File: config.mk
export PLATFORM = sky130hd
export DESIGN_NAME = seq_signed_divider_flat
export DESIGN_NICKNAME = d
export VERILOG_FILES = /design/src/rtl/seq_signed_divider_if.sv /design/src/rtl/seq_signed_divider.sv /design/src/flat_wrapper.sv
export SDC_FILE = /design/constraint.sdc
export NUM_CORES = 1
export LEC_CHECK = 0
export CAP_MARGIN = 20
export CORE_MARGIN = 2
export CORE_UTILIZATION = 35
export DETAILED_ROUTE_END_ITERATION = 6
export DONT_BUFFER_PORTS = 1
export GPL_ROUTABILITY_DRIVEN = 0
export SLEW_MARGIN = 10
export SYNTH_ARGS = -nofsm -noshare
export SYNTH_HDL_FRONTEND = slang
export SYNTH_SLANG_ARGS = --single-unit
export TNS_END_PERCENT = 30
File: constraint.sdc
create_clock -name clk -period 7.3 [get_ports clk]
set_clock_uncertainty 0.05 [all_clocks]
set_input_delay 1.46 -clock clk [delete_from_list [all_inputs] [get_ports clk]]
set_output_delay 1.46 -clock clk [all_outputs]
set_load 0.1 [all_outputs]
File: src/rtl/seq_signed_divider_if.sv
// Request/result bundle for seq_signed_divider: operands and start in, results and status out.
// SIZE must match the divider instance it is attached to.
interface seq_signed_divider_if #(
  parameter int unsigned SIZE = 16
);
  logic                  start;
  logic [2*SIZE-1:0]     dividend;
  logic [SIZE-1:0]       divisor;
  logic                  busy;
  logic                  done;
  logic [SIZE-1:0]       quotient;
  logic [SIZE-1:0]       remainder;
  logic                  div_by_zero;
  logic                  overflow;

  modport master (
    output start, dividend, divisor,
    input  busy, done, quotient, remainder, div_by_zero, overflow
  );

  modport slave (
    input  start, dividend, divisor,
    output busy, done, quotient, remainder, div_by_zero, overflow
  );
endinterface

File: src/rtl/seq_signed_divider.sv
// Multi-cycle signed divider: 2*SIZE-bit dividend / SIZE-bit divisor, restoring, MSB first.
// Optional macro DIV_ROUND_EN: round quotient to nearest (ties away from zero) instead of truncating.
module seq_signed_divider #(
  parameter int unsigned SIZE = 16
) (
  input  logic                 clk,
  input  logic                 rst,
  seq_signed_divider_if.slave  bus_io
);

  localparam int unsigned DvdW = 2 * SIZE;
  localparam int unsigned CntW = $clog2(DvdW);
  localparam logic [DvdW-1:0] QLim   = DvdW'(1) << (SIZE - 1);
  localparam logic [SIZE-1:0] SatPos = {1'b0, {(SIZE-1){1'b1}}};
  localparam logic [SIZE-1:0] SatNeg = {1'b1, {(SIZE-1){1'b0}}};

  typedef enum logic [1:0] {StIdle, StCalc, StFix} state_e;

  state_e            state_q;
  logic [DvdW-1:0]   dvd_q;      // dividend magnitude, becomes the quotient as bits shift in
  logic [SIZE-1:0]   rem_q;
  logic [SIZE-1:0]   dsr_q;
  logic              sgn_dvd_q;
  logic              sgn_dsr_q;
  logic              dbz_q;
  logic              hold_q;
  logic [CntW-1:0]   cnt_q;

  logic              busy_q;
  logic              done_q;
  logic [SIZE-1:0]   quot_q;
  logic [SIZE-1:0]   rem_out_q;
  logic              dbz_out_q;
  logic              ovf_q;

  logic [DvdW-1:0]   dvd_in_mag;
  logic [SIZE-1:0]   dsr_in_mag;
  logic [SIZE:0]     trial;
  logic              q_bit;
  logic [SIZE-1:0]   rem_step;

  logic [DvdW-1:0]   q_mag;
  logic [SIZE-1:0]   r_mag;
  logic              q_neg;
  logic              r_neg;
  logic              ovf_d;
  logic [SIZE-1:0]   quot_d;
  logic [SIZE-1:0]   rem_d;

  always_comb begin
    dvd_in_mag = bus_io.dividend[DvdW-1] ? -bus_io.dividend : bus_io.dividend;
    dsr_in_mag = bus_io.divisor[SIZE-1]  ? -bus_io.divisor  : bus_io.divisor;
  end

  // One restoring step on the (SIZE+1)-bit partial remainder.
  always_comb begin
    trial    = {rem_q, dvd_q[DvdW-1]};
    q_bit    = (trial >= {1'b0, dsr_q});
    rem_step = q_bit ? SIZE'(trial - {1'b0, dsr_q}) : trial[SIZE-1:0];
  end

  always_comb begin
    q_mag = dvd_q;
    r_mag = rem_q;
    q_neg = sgn_dvd_q ^ sgn_dsr_q;
    r_neg = sgn_dvd_q;
`ifdef DIV_ROUND_EN
    if ({r_mag, 1'b0} >= {1'b0, dsr_q}) begin
      q_mag = dvd_q + DvdW'(1);
      r_mag = dsr_q - rem_q;
      r_neg = ~sgn_dvd_q;
    end
`endif
    // A negative quotient may reach one step further than a positive one.
    ovf_d  = q_neg ? (q_mag > QLim) : (q_mag >= QLim);
    quot_d = q_neg ? -q_mag[SIZE-1:0] : q_mag[SIZE-1:0];
    rem_d  = r_neg ? -r_mag : r_mag;
    if (ovf_d) begin
      quot_d = q_neg ? SatNeg : SatPos;
      rem_d  = '0;
    end
    if (dbz_q) begin
      ovf_d  = 1'b0;
      quot_d = sgn_dvd_q ? SatNeg : SatPos;
      rem_d  = sgn_dvd_q ? -dvd_q[SIZE-1:0] : dvd_q[SIZE-1:0];
    end
  end

  always_ff @(posedge clk or posedge rst) begin
    if (rst) begin
      state_q   <= StIdle;
      dvd_q     <= '0;
      rem_q     <= '0;
      dsr_q     <= '0;
      sgn_dvd_q <= 1'b0;
      sgn_dsr_q <= 1'b0;
      dbz_q     <= 1'b0;
      hold_q    <= 1'b0;
      cnt_q     <= '0;
      busy_q    <= 1'b0;
      done_q    <= 1'b0;
      quot_q    <= '0;
      rem_out_q <= '0;
      dbz_out_q <= 1'b0;
      ovf_q     <= 1'b0;
    end else begin
      done_q <= 1'b0;
      case (state_q)
        StIdle: begin
          // A start coinciding with the done pulse is deliberately dropped.
          if (bus_io.start && !done_q) begin
            dvd_q     <= dvd_in_mag;
            dsr_q     <= dsr_in_mag;
            sgn_dvd_q <= bus_io.dividend[DvdW-1];
            sgn_dsr_q <= bus_io.divisor[SIZE-1];
            rem_q     <= '0;
            cnt_q     <= '0;
            busy_q    <= 1'b1;
            dbz_q     <= (bus_io.divisor == '0);
            hold_q    <= (bus_io.divisor == '0);
            state_q   <= (bus_io.divisor == '0) ? StFix : StCalc;
          end
        end
        StCalc: begin
          rem_q <= rem_step;
          dvd_q <= {dvd_q[DvdW-2:0], q_bit};
          cnt_q <= cnt_q + CntW'(1);
          if (cnt_q == CntW'(DvdW - 1)) begin
            state_q <= StFix;
          end
        end
        StFix: begin
          // Divide-by-zero spends one extra cycle here so it completes two edges after accept.
          if (hold_q) begin
            hold_q <= 1'b0;
          end else begin
            quot_q    <= quot_d;
            rem_out_q <= rem_d;
            dbz_out_q <= dbz_q;
            ovf_q     <= ovf_d;
            done_q    <= 1'b1;
            busy_q    <= 1'b0;
            state_q   <= StIdle;
          end
        end
        default: state_q <= StIdle;
      endcase
    end
  end

  assign bus_io.busy        = busy_q;
  assign bus_io.done        = done_q;
  assign bus_io.quotient    = quot_q;
  assign bus_io.remainder   = rem_out_q;
  assign bus_io.div_by_zero = dbz_out_q;
  assign bus_io.overflow    = ovf_q;

endmodule

File: src/flat_wrapper.sv
// flat-port wrapper written by rule: the top's interface ports become plain ports
module seq_signed_divider_flat 
#(
  parameter int unsigned SIZE = 16
)
  (clk, rst, bus_io_start, bus_io_dividend, bus_io_divisor, bus_io_busy, bus_io_done, bus_io_quotient, bus_io_remainder, bus_io_div_by_zero, bus_io_overflow);
  seq_signed_divider_if #(.SIZE(SIZE)) bus_io_i ();
  input  logic clk;
  input  logic rst;
  input wire logic [$bits(bus_io_i.start)-1:0] bus_io_start;
  input wire logic [$bits(bus_io_i.dividend)-1:0] bus_io_dividend;
  input wire logic [$bits(bus_io_i.divisor)-1:0] bus_io_divisor;
  output wire logic [$bits(bus_io_i.busy)-1:0] bus_io_busy;
  output wire logic [$bits(bus_io_i.done)-1:0] bus_io_done;
  output wire logic [$bits(bus_io_i.quotient)-1:0] bus_io_quotient;
  output wire logic [$bits(bus_io_i.remainder)-1:0] bus_io_remainder;
  output wire logic [$bits(bus_io_i.div_by_zero)-1:0] bus_io_div_by_zero;
  output wire logic [$bits(bus_io_i.overflow)-1:0] bus_io_overflow;
  assign bus_io_i.start = bus_io_start;
  assign bus_io_i.dividend = bus_io_dividend;
  assign bus_io_i.divisor = bus_io_divisor;
  assign bus_io_busy = bus_io_i.busy;
  assign bus_io_done = bus_io_i.done;
  assign bus_io_quotient = bus_io_i.quotient;
  assign bus_io_remainder = bus_io_i.remainder;
  assign bus_io_div_by_zero = bus_io_i.div_by_zero;
  assign bus_io_overflow = bus_io_i.overflow;
  seq_signed_divider #(.SIZE(SIZE)) u_core (.clk(clk), .rst(rst), .bus_io(bus_io_i));
endmodule
==> results by group, run 1 <==
Outcome
  • Run status: finished clean

Pwr
  • Pwr Density: 458 nW/um^2
  • Combinational power share: 51.9%
  • Max VDD drop: 0.183 mV
  • Flop pwr share: 34.6%
  • Switching portion of total power: 47.0%
  • P_sw: 1.70 mW
  • Clock Power Share: 13.5%
  • Cell-internal power: 1.92 mW
  • Static leakage: 3.35 nW

Yosys
  • Post-synth top area cell: dfrtp_1
  • Post-synthesis sequential area ratio: 37.7%
  • EDFF count, synth: 0
  • Synth cell types: 60
  • Commonest cells post-synth: dfrtp_1, nand2_1, o21ai_0
  • Flops & latches, synth: 111
  • Syn Area/Cell: 8.53 sq um
  • Post-synth ARST share: 100%
  • Net count after synthesis: 939
  • Synth warnings: 0
  • Top-count cell post-synth: dfrtp_1
  • Main synth FF type: dfrtp_1
  • Gate Count Post-Synth: 865
  • Mapped Area: 7380 sq um
  • Most area-consuming cells after synthesis: dfrtp_1, xor2_1, o21ai_0
  • Synth top area share: 37.7%

Die
  • Chip width: 149 um
  • Full die area: 22300 sq um
  • Io pins: 87
  • Core ar.: 20800 sq um
  • Row Count: 53
  • Starting Density: 35.4%
  • Die height: 149 um

Routing
  • Post-detailed-route wirelength per cell: 17.4 um
  • Via/cell ratio: 5.51
  • Total routed wirelength: 19.3 mm
  • DRT Pass-1 Iters: 5
  • Via Count: 6114
  • Remaining routing DRC violations: 0
  • Initial DRC count: 401
  • Antenna Nets Post-Route: 0

CTS
  • Clock Latency Late Sink: 0.37 ns
  • CTS tree: built
  • # Post-CTS Setup Buffers: 0
  • # resized after CTS: 0
  • Cts hold-fix bufs: 0
  • Num CTS Buffers: 9
  • CTS Sinks: 111
  • Clk buf depth: 2
  • CTS clk-pin slew, worst paths: 0.08 ns
  • Total number of H-tree levels: 3
  • Root cell of the clock tree: clkbuf_16

Placed design
  • I/O Buffers: 0
  • DP HPWL: 14.3 mm
  • Placed insts: 1091
  • Dpl ws: 3.51 ns

Worst setup path
  • Worst setup EP type: flop
  • Crit path DAT: 3.56 ns
  • Crit-path cells: or4_4 > or4b_4 > nor4_4 > nand3b_2 > a221oi_2 > a31oi_1
  • CP startpoint kind: input pin
  • Critical path required time: 7.47 ns
  • Family with the most delay on the worst path: simple AND/OR/NAND/NOR gates
  • Launching point of the worst reg2reg path: u_core.dvd_q[2]
  • Critical path peak fanout: 6
  • FF-to-FF End: u_core.bus_io.remainder[11]
  • Reg2reg path depth: 6
  • Slowest-stage cell, CP: or4_4
  • Reg2reg setup slack: 4.35 ns
  • Worst path bufs/invs: 0
  • Critical Setup Path Class: in2reg
  • CP max stage delay: 0.55 ns

Final layout
  • Non-Filler Instances: 1109
  • Share of layout cells above drive strength 1: 5.16%
  • P&R area growth vs syn: 6.95%
  • Fillcell total: 2131
  • Final nets: 902
  • Post-layout util: 37.9%

Worst hold path
  • Hold Path Origin: u_core.dsr_q[13]
  • Hold WC Path Type: reg2reg
  • Hold Path Stages: 2
  • Hold EP: u_core.dsr_q[13]

Global routing
  • Grt ovf: 0
  • Gr usage total: 17.8%
  • Largest net degree at the start of global routing: 80
  • Initial antenna violation count: 1
  • Number of global-route vias before repair: 5843
  • First-pass GRT wire length: 31.5 mm

Timing
  • Setup violators final: 0
  • Final hold vios: 0
  • Max Slew Vio Count: 0
  • Setup ws final: 3.90 ns
  • Max-slew headroom: 31.7%
  • Period Utilization, post-route: 46.5%
  • TNS Setup: 0 ns
  • Worst-margin pin slew: 1.02 ns
  • Crit path time final: 3.40 ns
  • Unrepaired setup endpoints after global routing: false
  • Fmax: 294 MHz
  • WHS: 0.430 ns

Run
  • Max_cap viols: 0
## final cells by class
cell class              count  area (sq um)  area share, %
clock inverters             6          43.8          0.555
multi-input cells         662          4260           54.0
well taps                 275           344           4.36
inverters                  34           130           1.65
repair buffers             10          95.1           1.21
diodes                      1          2.50         0.0317
clock buffers              10           239           3.03
flip-flops and latches    111          2780           35.2
## registers in the layout, indices dropped and copies added, names as in the netlist, 2 cells and up
name                     cells
u_core.bus_io.remainder     16
u_core.dvd_q                32
u_core.cnt_q                 5
u_core.dsr_q                16
u_core.bus_io.quotient      16
u_core.state_q               2
u_core.r_mag                16
## worst max-delay path by stage
stage / from / endpoint / slack [ns] / cells after the start
global placement: bus_io_dividend[14] / u_core.dvd_q[29] / 3.56 / 6
finish: bus_io_dividend[14] / u_core.dvd_q[29] / 3.90 / 6
detailed placement: bus_io_dividend[14] / u_core.dvd_q[29] / 3.51 / 6
global route: bus_io_dividend[14] / u_core.dvd_q[29] / 3.78 / 6
floorplan: rst / u_core.bus_io.busy / 2.86 / 1
CTS: bus_io_dividend[14] / u_core.dvd_q[29] / 3.91 / 6
## placed cells by master, fill, tap and decap left out, drive strengths merged, types with 11 or more instances in the layout
cell,count
xor2,52
dfrtp,111
nor3,20
inv,36
nor4,14
o31ai,15
ha,22
nand2b,11
nor2,45
xnor2,31
a22oi,36
nand3,30
a21oi,38
nand2,97
o21ai,115
mux2i,19
## worst reg2reg max path, stage by stage (launching register included)
cell,delay (ns)
dfrtp_1,0.51
nor3_1,0.42
nand4b_1,0.34
o41ai_2,0.33
nand2b_1,0.23
or3_1,0.69
o21ai_0,0.28
## metrics by stage
step	total power, mW	area [sq um]
final	3.62	7890
after global routing	3.94	7890
after CTS	3.63	7860
after detailed placement	3.14	7580
after global placement	3.11	7580
after floorplan	2.69	7380
## logic make-up after synthesis
group | Yosys count | synth area share (%)
adder cells (fa/ha/maj) | 23 | 4.00
buffers and inverters | 92 | 4.78
multiplexers | 19 | 2.58
AO/OA/AOI/OAI | 264 | 22.5
AND/OR/NAND/NOR | 273 | 18.7
flip-flops | 111 | 37.7
XOR/XNOR | 83 | 9.85
## layer usage
layer / share of wire (%) / wire, um / up-vias / track usage (%)
met5: 0 / 0 / - / 0
met4: 1.5 / 282 / 0 / 5.52
met3: 6.9 / 1320 / 18 / 4.43
met2: 45 / 8660 / 135 / 27.2
met1: 47 / 9000 / 2907 / 24.9
li1: - / - / 3054 / -
## power by group through the flow
stage          sequential (mW)  combinational (mW)  clock (mW)
6_report                  1.25                1.88       0.487
5_1_grt                   1.29                2.13       0.517
4_1_cts                   1.25                1.89       0.496
3_5_place_dp              1.26                1.88           0
3_3_place_gp              1.26                1.86           0
2_1_floorplan             1.08                1.60           0
No activity file was read; power rests on OpenSTA's default activity.
==> run 2: changes to the inputs <==
==> constraint.sdc (replaced) <==
create_clock -name clk -period 3.3 [get_ports clk]
set_clock_uncertainty 0.05 [all_clocks]
set_input_delay 0.66 -clock clk [delete_from_list [all_inputs] [get_ports clk]]
set_output_delay 0.66 -clock clk [all_outputs]
set_load 0.1 [all_outputs]
==> results by group, run 2 (synthesis results as in run 1) <==
Global routing
  • Gr usage total: 18.0%
  • Largest net degree at the start of global routing: 77
  • First-pass GRT wire length: 32.1 mm
  • Number of global-route vias before repair: 5977
  • Gr busiest metal: met2
  • Initial antenna violation count: 0
  • Met1 Track Usage GR: 25.6%
  • Grt ovf: 0
  • Met3 Use GR: 3.43%
  • GR Util met2: 27.9%

Die
  • Full die area: 22300 sq um
  • Chip width: 149 um
  • Die height: 149 um
  • Starting Density: 35.4%
  • Core ar.: 20800 sq um
  • Io pins: 87
  • Row Count: 53

Routing
  • Initial DRC count: 480
  • Post-detailed-route wirelength per cell: 17.4 um
  • Via Count: 6177
  • Via/cell ratio: 5.49
  • Remaining routing DRC violations: 0
  • Total routed wirelength: 19.6 mm
  • Antenna Nets Post-Route: 0
  • DRT Pass-1 Iters: 6

Final layout
  • Non-Filler Instances: 1125
  • Number of flip-flops in the largest register: 32
  • Final nets: 918
  • Share of layout cells above drive strength 1: 6.83%
  • P&R area growth vs syn: 8.94%
  • Leading cell type in the layout, fill and taps excluded: dfrtp_1
  • Largest Register: u_core.dvd_q
  • Most frequent cells in the layout: dfrtp_1, nand2_1, o21ai_0

Timing
  • Crit path time final: 2.83 ns
  • Period Utilization, post-route: 85.7%
  • Max-slew headroom: 35.8%
  • Max Slew Vio Count: 0
  • Worst-margin pin slew: 0.963 ns
  • TNS Setup: 0 ns
  • WHS: 0.296 ns
  • Unrepaired setup endpoints after global routing: false
  • Fmax: 353 MHz
  • Final hold vios: 0
  • Setup violators final: 0

Worst setup path
  • CP max stage delay: 0.55 ns
  • Critical Setup Path Class: reg2reg
  • Launching point of the worst reg2reg path: u_core.r_mag[6]
  • Worst setup EP type: flop
  • CP startpoint: u_core.r_mag[6]
  • Critical path peak fanout: 11
  • Critical path required time: 3.48 ns
  • Crit-path cells: ha_1 > and3_1 > nand4_1 > a31oi_1 > nor3_1 > a21oi_2 > buf_4 > mux2i_1 > o21ai_0
  • CP startpoint kind: flop
  • Slowest-stage cell, CP: a21oi_2
  • Crit path DAT: 3.01 ns

CTS
  • Total number of H-tree levels: 3
  • Num CTS Buffers: 9
  • Cts hold-fix bufs: 0
  • Clk buf depth: 2
  • # resized after CTS: 0
  • CTS tree: built
  • CTS clk-pin slew, worst paths: 0.08 ns
  • Clock Latency Late Sink: 0.36 ns
  • Root cell of the clock tree: clkbuf_16
  • # Post-CTS Setup Buffers: 0
  • CTS Sinks: 111

Worst hold path
  • Hold WC Path Type: in2async

Pwr
  • Static leakage: 3.42 nW
  • Pwr Density: 1020 nW/um^2
  • Max VDD drop: 0.343 mV

Placed design
  • I/O Buffers: 0
  • DP HPWL: 14.8 mm
  • Placed insts: 1107

Outcome
  • Run status: finished clean

Run
  • Max_cap viols: 0
-- run 2: cell types whose count changed in the layout (fill, tap and decap cells not counted) --
cell        previous run  this run
inv_4                  1         0
clkinv_8               0         1
clkbuf_1               0         1
clkinvlp_4             0         2
buf_4                  9        24
clkinv_2               3         0
buf_12                 0         1
-- run 2: area by class of cell --
type	instances	area [sq um]
Fill cell	2160	12800
Multi-Input combinational cell	662	4260
Sequential cell	111	2780
Tap cell	275	344
Clock buffer	11	243
Timing Repair Buffer	26	228
Inverter	34	131
Clock inverter	5	52.6
Antenna cell	1	2.50
-- run 2: power by group --
| part | switching (mW) | total (mW) | internal, mW |
|---|---|---|---|
| Combinational | 2.49 | 4.42 | 1.94 |
| Clock | 0.544 | 1.09 | 0.550 |
| Sequential | 0.797 | 2.66 | 1.87 |
-- run 2: stage by stage --
stage                     power, mW  cell area [sq um]  setup WS [ns]  utilization, %
after global routing           8.90               8030          0.204            38.6
after detailed placement       7.08               7710          0.302            37.0
after CTS                      8.18               8010          0.428            38.5
after global placement         7.01               7710          0.350            37.0
final                          8.18               8040          0.470            38.6
after floorplan                5.94               7380          0.552               -
-- run 2: layer usage --
metal / share of wire [%] / routed length [um]
met5: 0 / 0
met4: 1.5 / 286
met3: 6.1 / 1190
met2: 45 / 8800
met1: 48 / 9340
-- run 2: critical path, delay by kind of cell, from the launching register on --
family | cells | cell delay [ns]
and+or+nand+nor | 3 | 0.43
adders and majority gates | 1 | 0.39
DFF | 1 | 0.46
AOI/OAI and AO/OA | 3 | 0.83
muxes | 1 | 0.21
buffers and inverters | 1 | 0.32
-- run 2: path summary, 6_finish.rpt --
kind / slack, ns / end / cells past startpoint
setup / recovery: 0.47 / u_core.r_mag[2] / 9
hold / removal: 0.30 / u_core.dvd_q[10] / 1
setup reg to reg: 0.47 / u_core.r_mag[2] / 9
hold reg to reg: 0.43 / u_core.dsr_q[14] / 2
max in group asynchronous: 2.11 / u_core.r_mag[11] / 2
min in group clk: 0.34 / u_core.dvd_q[31] / 1
